$ cat src/rtl/excess3_to_bcd_serial.sv
// -----------------------------------------------------------------------------
// excess3_to_bcd_serial
//
// Serial Excess-3 to BCD decoder for the receive side of the serial digit link.
// Each digit arrives as 4 bits, LSB first. The BCD bit is produced in the same
// cycle as a Mealy output: the code minus 3, computed with a serial borrow.
// When a digit completes, the decoded value is presented in parallel and
// invalid codes are flagged. Valid and invalid digits are counted.
//
// Handshake: a bit is transferred on every rising clock edge where x_valid=1.
// There is no back-pressure. z/z_valid qualify the same cycle's bit. x_sof
// with x_valid forces the current bit to be bit 0 of a new digit.
//
// Ports:
//   clock       - system clock, rising edge
//   reset       - synchronous, active-high
//   x           - serial Excess-3 bit (LSB first), sampled when x_valid=1
//   x_valid     - bit strobe; all state holds while low
//   x_sof       - start-of-digit marker, qualified by x_valid
//   z           - serial BCD bit (combinational, 0 when x_valid=0)
//   z_valid     - equals x_valid
//   bcd_q       - last valid decoded digit
//   digit_valid - one-cycle pulse after each completed digit
//   err         - one-cycle pulse alongside digit_valid for an invalid code
//   digit_cnt   - valid digits decoded, wraps
//   err_cnt     - invalid digits seen, saturates
// -----------------------------------------------------------------------------
module excess3_to_bcd_serial #(
  parameter int CNT_W = 8,
  parameter int ERR_W = 4
) (
  input  logic             clock,
  input  logic             reset,
  input  logic             x,
  input  logic             x_valid,
  input  logic             x_sof,
  output logic             z,
  output logic             z_valid,
  output logic [3:0]       bcd_q,
  output logic             digit_valid,
  output logic             err,
  output logic [CNT_W-1:0] digit_cnt,
  output logic [ERR_W-1:0] err_cnt
);

  logic [1:0] bit_idx;
  logic       borrow;
  logic [2:0] sr;
  logic [2:0] zs;

  logic [1:0] idx;
  logic       b_eff;
  logic       borrow_nxt;
  logic [3:0] code;
  logic       code_ok;
  logic       done;

  always_comb begin
    idx        = x_sof ? 2'd0 : bit_idx;
    // Bit 0 never consumes a borrow left behind by an abandoned digit.
    b_eff      = (idx != 2'd0) && borrow;
    z          = 1'b0;
    borrow_nxt = borrow;
    z_valid    = x_valid;
    code       = {x, sr};
    code_ok    = (code >= 4'd3) && (code <= 4'd12);
    done       = x_valid && (idx == 2'd3);
    if (x_valid) begin
      // Subtrahend 3 = 4'b0011: bits 0 and 1 subtract 1, bits 2 and 3 only
      // propagate the borrow.
      case (idx)
        2'd0: begin
          z          = ~x;
          borrow_nxt = ~x;
        end
        2'd1: begin
          if (b_eff) begin
            z          = x;
            borrow_nxt = 1'b1;
          end else begin
            z          = ~x;
            borrow_nxt = ~x;
          end
        end
        2'd2: begin
          z          = x ^ b_eff;
          borrow_nxt = ~x & b_eff;
        end
        default: begin
          z          = x ^ b_eff;
          borrow_nxt = 1'b0;
        end
      endcase
    end
  end

  always_ff @(posedge clock) begin
    if (reset) begin
      bit_idx     <= 2'd0;
      borrow      <= 1'b0;
      sr          <= 3'b000;
      zs          <= 3'b000;
      bcd_q       <= 4'd0;
      digit_valid <= 1'b0;
      err         <= 1'b0;
      digit_cnt   <= '0;
      err_cnt     <= '0;
    end else begin
      digit_valid <= done;
      err         <= done && !code_ok;
      if (x_valid) begin
        bit_idx <= idx + 2'd1;
        borrow  <= borrow_nxt;
        case (idx)
          2'd0: begin
            sr[0] <= x;
            zs[0] <= z;
          end
          2'd1: begin
            sr[1] <= x;
            zs[1] <= z;
          end
          2'd2: begin
            sr[2] <= x;
            zs[2] <= z;
          end
          default: ;
        endcase
      end
      if (done && code_ok) begin
        bcd_q     <= {z, zs};
        digit_cnt <= digit_cnt + 1'b1;
      end
      if (done && !code_ok && (err_cnt != '1)) begin
        err_cnt <= err_cnt + 1'b1;
      end
    end
  end

endmodule

$ cat config.mk
export PLATFORM = sky130hd
export DESIGN_NAME = excess3_to_bcd_serial
export DESIGN_NICKNAME = d
export VERILOG_FILES = /design/src/rtl/excess3_to_bcd_serial.sv
export SDC_FILE = /design/constraint.sdc
export NUM_CORES = 1
export LEC_CHECK = 0
export CAP_MARGIN = 20
export CORE_MARGIN = 3
export CORE_UTILIZATION = 35
export CTS_CLUSTER_SIZE = 25
export DETAILED_ROUTE_END_ITERATION = 16
export DONT_BUFFER_PORTS = 1
export PLACE_DENSITY_LB_ADDON = 0.05
export SYNTH_ARGS = -nofsm -noshare
export SYNTH_HDL_FRONTEND = slang
export SYNTH_SLANG_ARGS = --single-unit
$ cat constraint.sdc
create_clock -name clock -period 2.9 [get_ports clock]
set_input_delay 0.725 -clock clock [delete_from_list [all_inputs] [get_ports clock]]
set_output_delay 0.725 -clock clock [all_outputs]
set_load 0.05 [all_outputs]
**Yosys cells after proc, flatten, opt, wreduce, memory -nomap -nowiden**

Cells that the tools add are included.

- Bitwise gates (word level): 3
- Reductions and logical operators: 12
- Multiplexer cells: 6
- Add/sub/neg operators: 3
- Order comparisons: 2
- Equal/unequal tests: 4

Operators with widths:

| kind | count |
|---|---|
| 8-bit by 1-bit adder with 8-bit output (second input constant) | 1 |
| 1-bit logical AND | 6 |
| 2-bit AND reduction | 3 |
| 4-bit by 1-bit adder with 4-bit output (second input constant) | 1 |
| 2-bit == test (second input constant) | 2 |
| 4-bit by 2-bit >= comparator with 1-bit output (second input constant) | 1 |
| 4-bit less-or-equal comparator (second input constant) | 1 |
| 4-bit != test (second input constant) | 1 |
| 1-bit 2-to-1 mux | 3 |
| 1-bit one-hot mux with 3 select lines | 1 |
| 2-bit by 1-bit adder with 2-bit output (second input constant) | 1 |
| 2-bit by 1-bit == test with 1-bit output (second input constant) | 1 |
| 2-bit logical NOT | 1 |
| 2-bit 2-to-1 mux | 1 |
| 1-bit one-hot mux with 2 select lines | 1 |
| 2-bit nonzero test | 1 |
| 1-bit AND | 1 |
| 1-bit logical NOT | 1 |
| 1-bit inverter | 1 |
| 1-bit bitwise XOR | 1 |

- Register bits: 27
- Input port bits: 5
- Logic and storage cells: 43

**Depth between registers and ports, before layout**

- Depth in word-level cells: 6
- Gate-level depth with buffers: 10
- Depth with buffers taken out: 10

**Worst setup path before layout**

No wires, ideal clock.

- Path type: in2out
- Start point: input port x_sof
- End point: output port z
- Setup slack: -1,150 ps
- Stages: 8
- Arrival time: 3,325 ps
- Required time: 2,175 ps
- Cells stage by stage: nor2b_1 > inv_1 > ha_1 > nand2b_1 > inv_1 > ha_1 > and3b_1 > a311oi_1

- Word-level cells in the longest chain between the ends: 6

Ends and longest elaborated chain:

| item | line | text |
|---|---|---|
| start: declaration | 36 | `input logic x_sof,` |
| 2-bit 2-to-1 mux (*) | 59 | `idx = x_sof ? 2'd0 : bit_idx;` |
| 2-bit nonzero test | 61 | `b_eff = (idx != 2'd0) && borrow;` |
| 1-bit logical AND | 61 |  |
| 1-bit bitwise XOR or 1-bit 2-to-1 mux (tied branches) | 86, 90, 77 |  |
| 1-bit one-hot mux with 2 select lines (*) | 71 | `case (idx)` |
| 1-bit 2-to-1 mux (*) | 68 | `if (x_valid) begin` |
| end: declaration | 37 | `output logic z,` |

Every way passes the cells marked *; elsewhere a longest branch is shown, timed or not.

**Worst setup path after layout**

Same ends and word-level chain as after synthesis.

==> results.cfg <==
[route]
firstDrtPassIters = 4
route.detailed.wl_per_inst_um = 13.0
vias = 968
drc_errors = 0
drt_first_iter_violations = 23
postRouteAntennaNets = 0
wirelength_um = 2480
viasPerCell = 5.07

[yosys]
synth_area_leaders = sky130_fd_sc_hd__dfxtp_1, sky130_fd_sc_hd__ha_1, sky130_fd_sc_hd__mux2i_1, sky130_fd_sc_hd__nor2_1, sky130_fd_sc_hd__nand2_1
netlist_instances = 144
syn_avg_cell_area_um2 = 8.97
synth_warnings = 0
yosys.area.top_type_share_pct = 41.9
postSynthRegisterBits = 27
yosysUniqueCellTypes = 33
synthesis.area_mm2 = 0.00129
synth_nets = 158
synth_sequential_area_ratio_pct = 41.9
synth_largest_area_cell = sky130_fd_sc_hd__dfxtp_1

[setup_path]
critical_path.startpoint = x_sof
criticalPathCategory = in -> out
timing.critical_path.from_type = input port
worstReg2RegEnd = digit_cnt[7]
cp_cell_sequence = nand2b_4, ha_4, nand2b_4, inv_2, ha_4, and3b_1, a311oi_4, buf_12
worst_setup_end_kind = output pin
worstReg2RegStart = bit_idx[0]
reg2regPathDepth = 7
critical_path_endpoint = z
critPathMaxFanout = 5
crit_path_required_time_ps = 2170
crit_path_max_incr_delay_ps = 250
critPathSlowestCell = sky130_fd_sc_hd__a311oi_4
critical_path_arrival_ps = 2090
worst-r2r-setup-slack_ps = 740

[worst_hold_path]
hp-class = reg -> reg
hold-path-cell-count = 2

[clock_network]
numCtsBuffers = 3
ctsHoldBuffers = 0
cts_max_path_buffers = 2
clk_pin_slew_worst_paths_ps = 90
clock-root-buffer = sky130_fd_sc_hd__clkbuf_8
buffer_count_from_post_cts_setup_fixing = 0
tritoncts = yes
cts_repair_resize_count = 0
clk-insertion-delay-late_ps = 270
cts_num_sinks = 27
cts_htree_levels = 1

[die]
die_y_um = 66.7
floorplan.die_area_mm2 = 0.00445
die_w_um = 66.7
core_area_mm2 = 0.00344
ios = 25
initial_core_utilization_pct = 37.5
placementRows = 21

[sta]
setup_violations_final = 0
report.final.hold_viol_count = 0
timing.final.crit_share_pct = 97.0
clock_skew_ps = 1.01
highest_attainable_clock_frequency_mhz = 355
fin_setup_tns_ps = 0
slew-limit-headroom_pct = 55.9
finalMaxSlewViolations = 0
timing_worst_slew_pin_value_ps = 661
hold_slack_ps = 502
period_needed_ps = 2810
setup_repair_after_global_routing_missed_its_margin = no

[pwr]
clkPwrFrac_pct = 33.1
p_leak_uw = 0.000601
fin_total_pwr_uw = 640
switching_power_uw = 141
combPwrFrac_pct = 7.3
power_density_mw_per_mm2 = 437
power.switching_fraction_pct = 22.1
power.sequential.fraction_pct = 59.6
cell_internal_pwr_uw = 498
vdd_ir_drop_max_mv = 0.159

[placement]
detailed_place.area_mm2 = 0.00142
post-place-cells = 187
hpwlAfterDp_um = 1850
io_buffer_count = 0
finalWeightedCongestion = 0.709

[cells_and_area]
fill_cells = 359
finalNetCount = 160
syn2layout_area_growth_pct = 13.3
drive_above_1_share_pct = 13.1
post_layout_nonfiller_instances = 191
num_antenna_cells = 0
finished_layout_cell_area_mm2 = 0.00146

[grt]
grt_pass1_wl_um = 4340
overall_fraction_of_global_route_tracks_in_use_pct = 12.5
global_route.overflow_total = 0
grt_antenna_before_repair = 0
grt_start_max_net_pins = 30
grt_pass1_vias = 1016

[status]
status = finished, final reports clean

[flow_run]
cap_violations = 0
registers in the layout, indices dropped and copies added (netlist names):
register	count
bcd_q	4
bit_idx	2
borrow	1
digit_cnt	8
digit_valid	1
err	1
err_cnt	4
sr	3
zs	3
per-layer routing:
layer,routed length [µm],vias up,part of all wire [%],global-route usage [%]
met4,23,0,0.93,3.81
met1,1120,443,45,13.5
met3,135,4,5.4,4.05
li1,-,505,-,-
met2,1200,16,48,22.8
met5,0,-,0,0
cell usage after synthesis, drive strengths merged:
| cell type | number |
|---|---|
| inv | 6 |
| nor3 | 1 |
| ha | 9 |
| nand2b | 5 |
| xor2 | 1 |
| or4 | 3 |
| a31oi | 1 |
| a31o | 1 |
| o211ai | 1 |
| nor2 | 21 |
| dfxtp | 27 |
| xnor2 | 4 |
| nand3 | 7 |
| mux2 | 1 |
| or3 | 1 |
| o211a | 1 |
| nor2b | 2 |
| nand4 | 2 |
| a21oi | 7 |
| mux2i | 8 |
| o31ai | 3 |
| a211oi | 3 |
| a211o | 1 |
| clkbuf | 4 |
| nand2 | 12 |
| and3b | 1 |
| and3 | 1 |
| a22oi | 3 |
| nor4 | 3 |
| a311oi | 1 |
| buf | 3 |
power by group through the flow:
stage	sequential (µW)	clock (µW)	combinational, µW
after floorplan	389	0	47.7
after global placement	390	0	46.5
after detailed placement	390	0	47.3
after CTS	382	222	47.4
after global routing	382	231	52.0
final	381	212	46.7
stage by stage:
step,setup WS (ps),util (%)
floorplan,-77.8,-
global placement,103,41.2
detailed placement,75.8,41.2
CTS,74.5,42.5
global route,31.9,42.5
finish,86.9,42.5
critical path, delay by kind of cell:
| family | cells | cell delay, ps |
|---|---|---|
| AOI/OAI and AO/OA | 1 | 250 |
| adders and majority gates | 2 | 380 |
| buffers and inverters | 2 | 260 |
| and+or+nand+nor | 3 | 470 |
cells in the final DEF, fill, tap and decap left out:
| master | synthesis | layout |
|---|---|---|
| sky130_fd_sc_hd__buf_4 | 1 | 3 |
| sky130_fd_sc_hd__nor3_1 | 1 | 1 |
| sky130_fd_sc_hd__a31oi_1 | 1 | 1 |
| sky130_fd_sc_hd__nor4_1 | 3 | 3 |
| sky130_fd_sc_hd__nor2b_4 | 0 | 1 |
| sky130_fd_sc_hd__xnor2_1 | 4 | 4 |
| sky130_fd_sc_hd__a211oi_1 | 3 | 3 |
| sky130_fd_sc_hd__inv_2 | 0 | 2 |
| sky130_fd_sc_hd__inv_1 | 6 | 4 |
| sky130_fd_sc_hd__a31o_2 | 1 | 1 |
| sky130_fd_sc_hd__clkbuf_8 | 0 | 3 |
| sky130_fd_sc_hd__ha_4 | 0 | 2 |
| sky130_fd_sc_hd__o211ai_1 | 1 | 1 |
| sky130_fd_sc_hd__mux2_2 | 1 | 1 |
| sky130_fd_sc_hd__nand3_1 | 7 | 7 |
| sky130_fd_sc_hd__nor2_1 | 21 | 21 |
| sky130_fd_sc_hd__nand2b_1 | 5 | 3 |
| sky130_fd_sc_hd__or3_4 | 1 | 1 |
| sky130_fd_sc_hd__a211o_2 | 1 | 1 |
| sky130_fd_sc_hd__and3b_1 | 1 | 1 |
| sky130_fd_sc_hd__and3_1 | 1 | 1 |
| sky130_fd_sc_hd__xor2_1 | 1 | 1 |
| sky130_fd_sc_hd__a311oi_4 | 0 | 1 |
| sky130_fd_sc_hd__mux2i_1 | 8 | 8 |
| sky130_fd_sc_hd__nand2b_4 | 0 | 2 |
| sky130_fd_sc_hd__o31ai_1 | 3 | 3 |
| sky130_fd_sc_hd__clkbuf_1 | 4 | 1 |
| sky130_fd_sc_hd__nor2b_1 | 2 | 1 |
| sky130_fd_sc_hd__a22oi_1 | 3 | 3 |
| sky130_fd_sc_hd__nand4_1 | 2 | 2 |
| sky130_fd_sc_hd__o211a_1 | 1 | 1 |
| sky130_fd_sc_hd__ha_1 | 9 | 7 |
| sky130_fd_sc_hd__a21oi_1 | 7 | 7 |
| sky130_fd_sc_hd__or4_1 | 3 | 3 |
| sky130_fd_sc_hd__nand2_1 | 12 | 12 |
| sky130_fd_sc_hd__dfxtp_1 | 27 | 27 |
| sky130_fd_sc_hd__buf_12 | 0 | 1 |
worst min path at each step:
stage	start	endpoint
after floorplan	zs[0]	bcd_q[0]
after global placement	sr[0]	sr[0]
after detailed placement	sr[1]	sr[1]
after CTS	reset	digit_cnt[7]
after global routing	reset	digit_cnt[5]
final	sr[0]	sr[0]
layout make-up:
type                       instances  area, µm²  area share (%)
clock buffer                       4       45.0            3.08
inverter                           6       22.5            1.54
multi-input combinational        104        754            51.6
sequential                        27        541            37.0
tap                               46       57.6            3.93
timing repair buffer               4       42.5            2.91
cell families after synthesis:
logic type	synth area share (%)
simple gates	22.3
compound gates	11.9
buf+inv	4.75
fa+ha+maj	8.72
mux	7.07
xor+xnor	3.39
flops	41.9
Power figures use the tool's default switching activity.
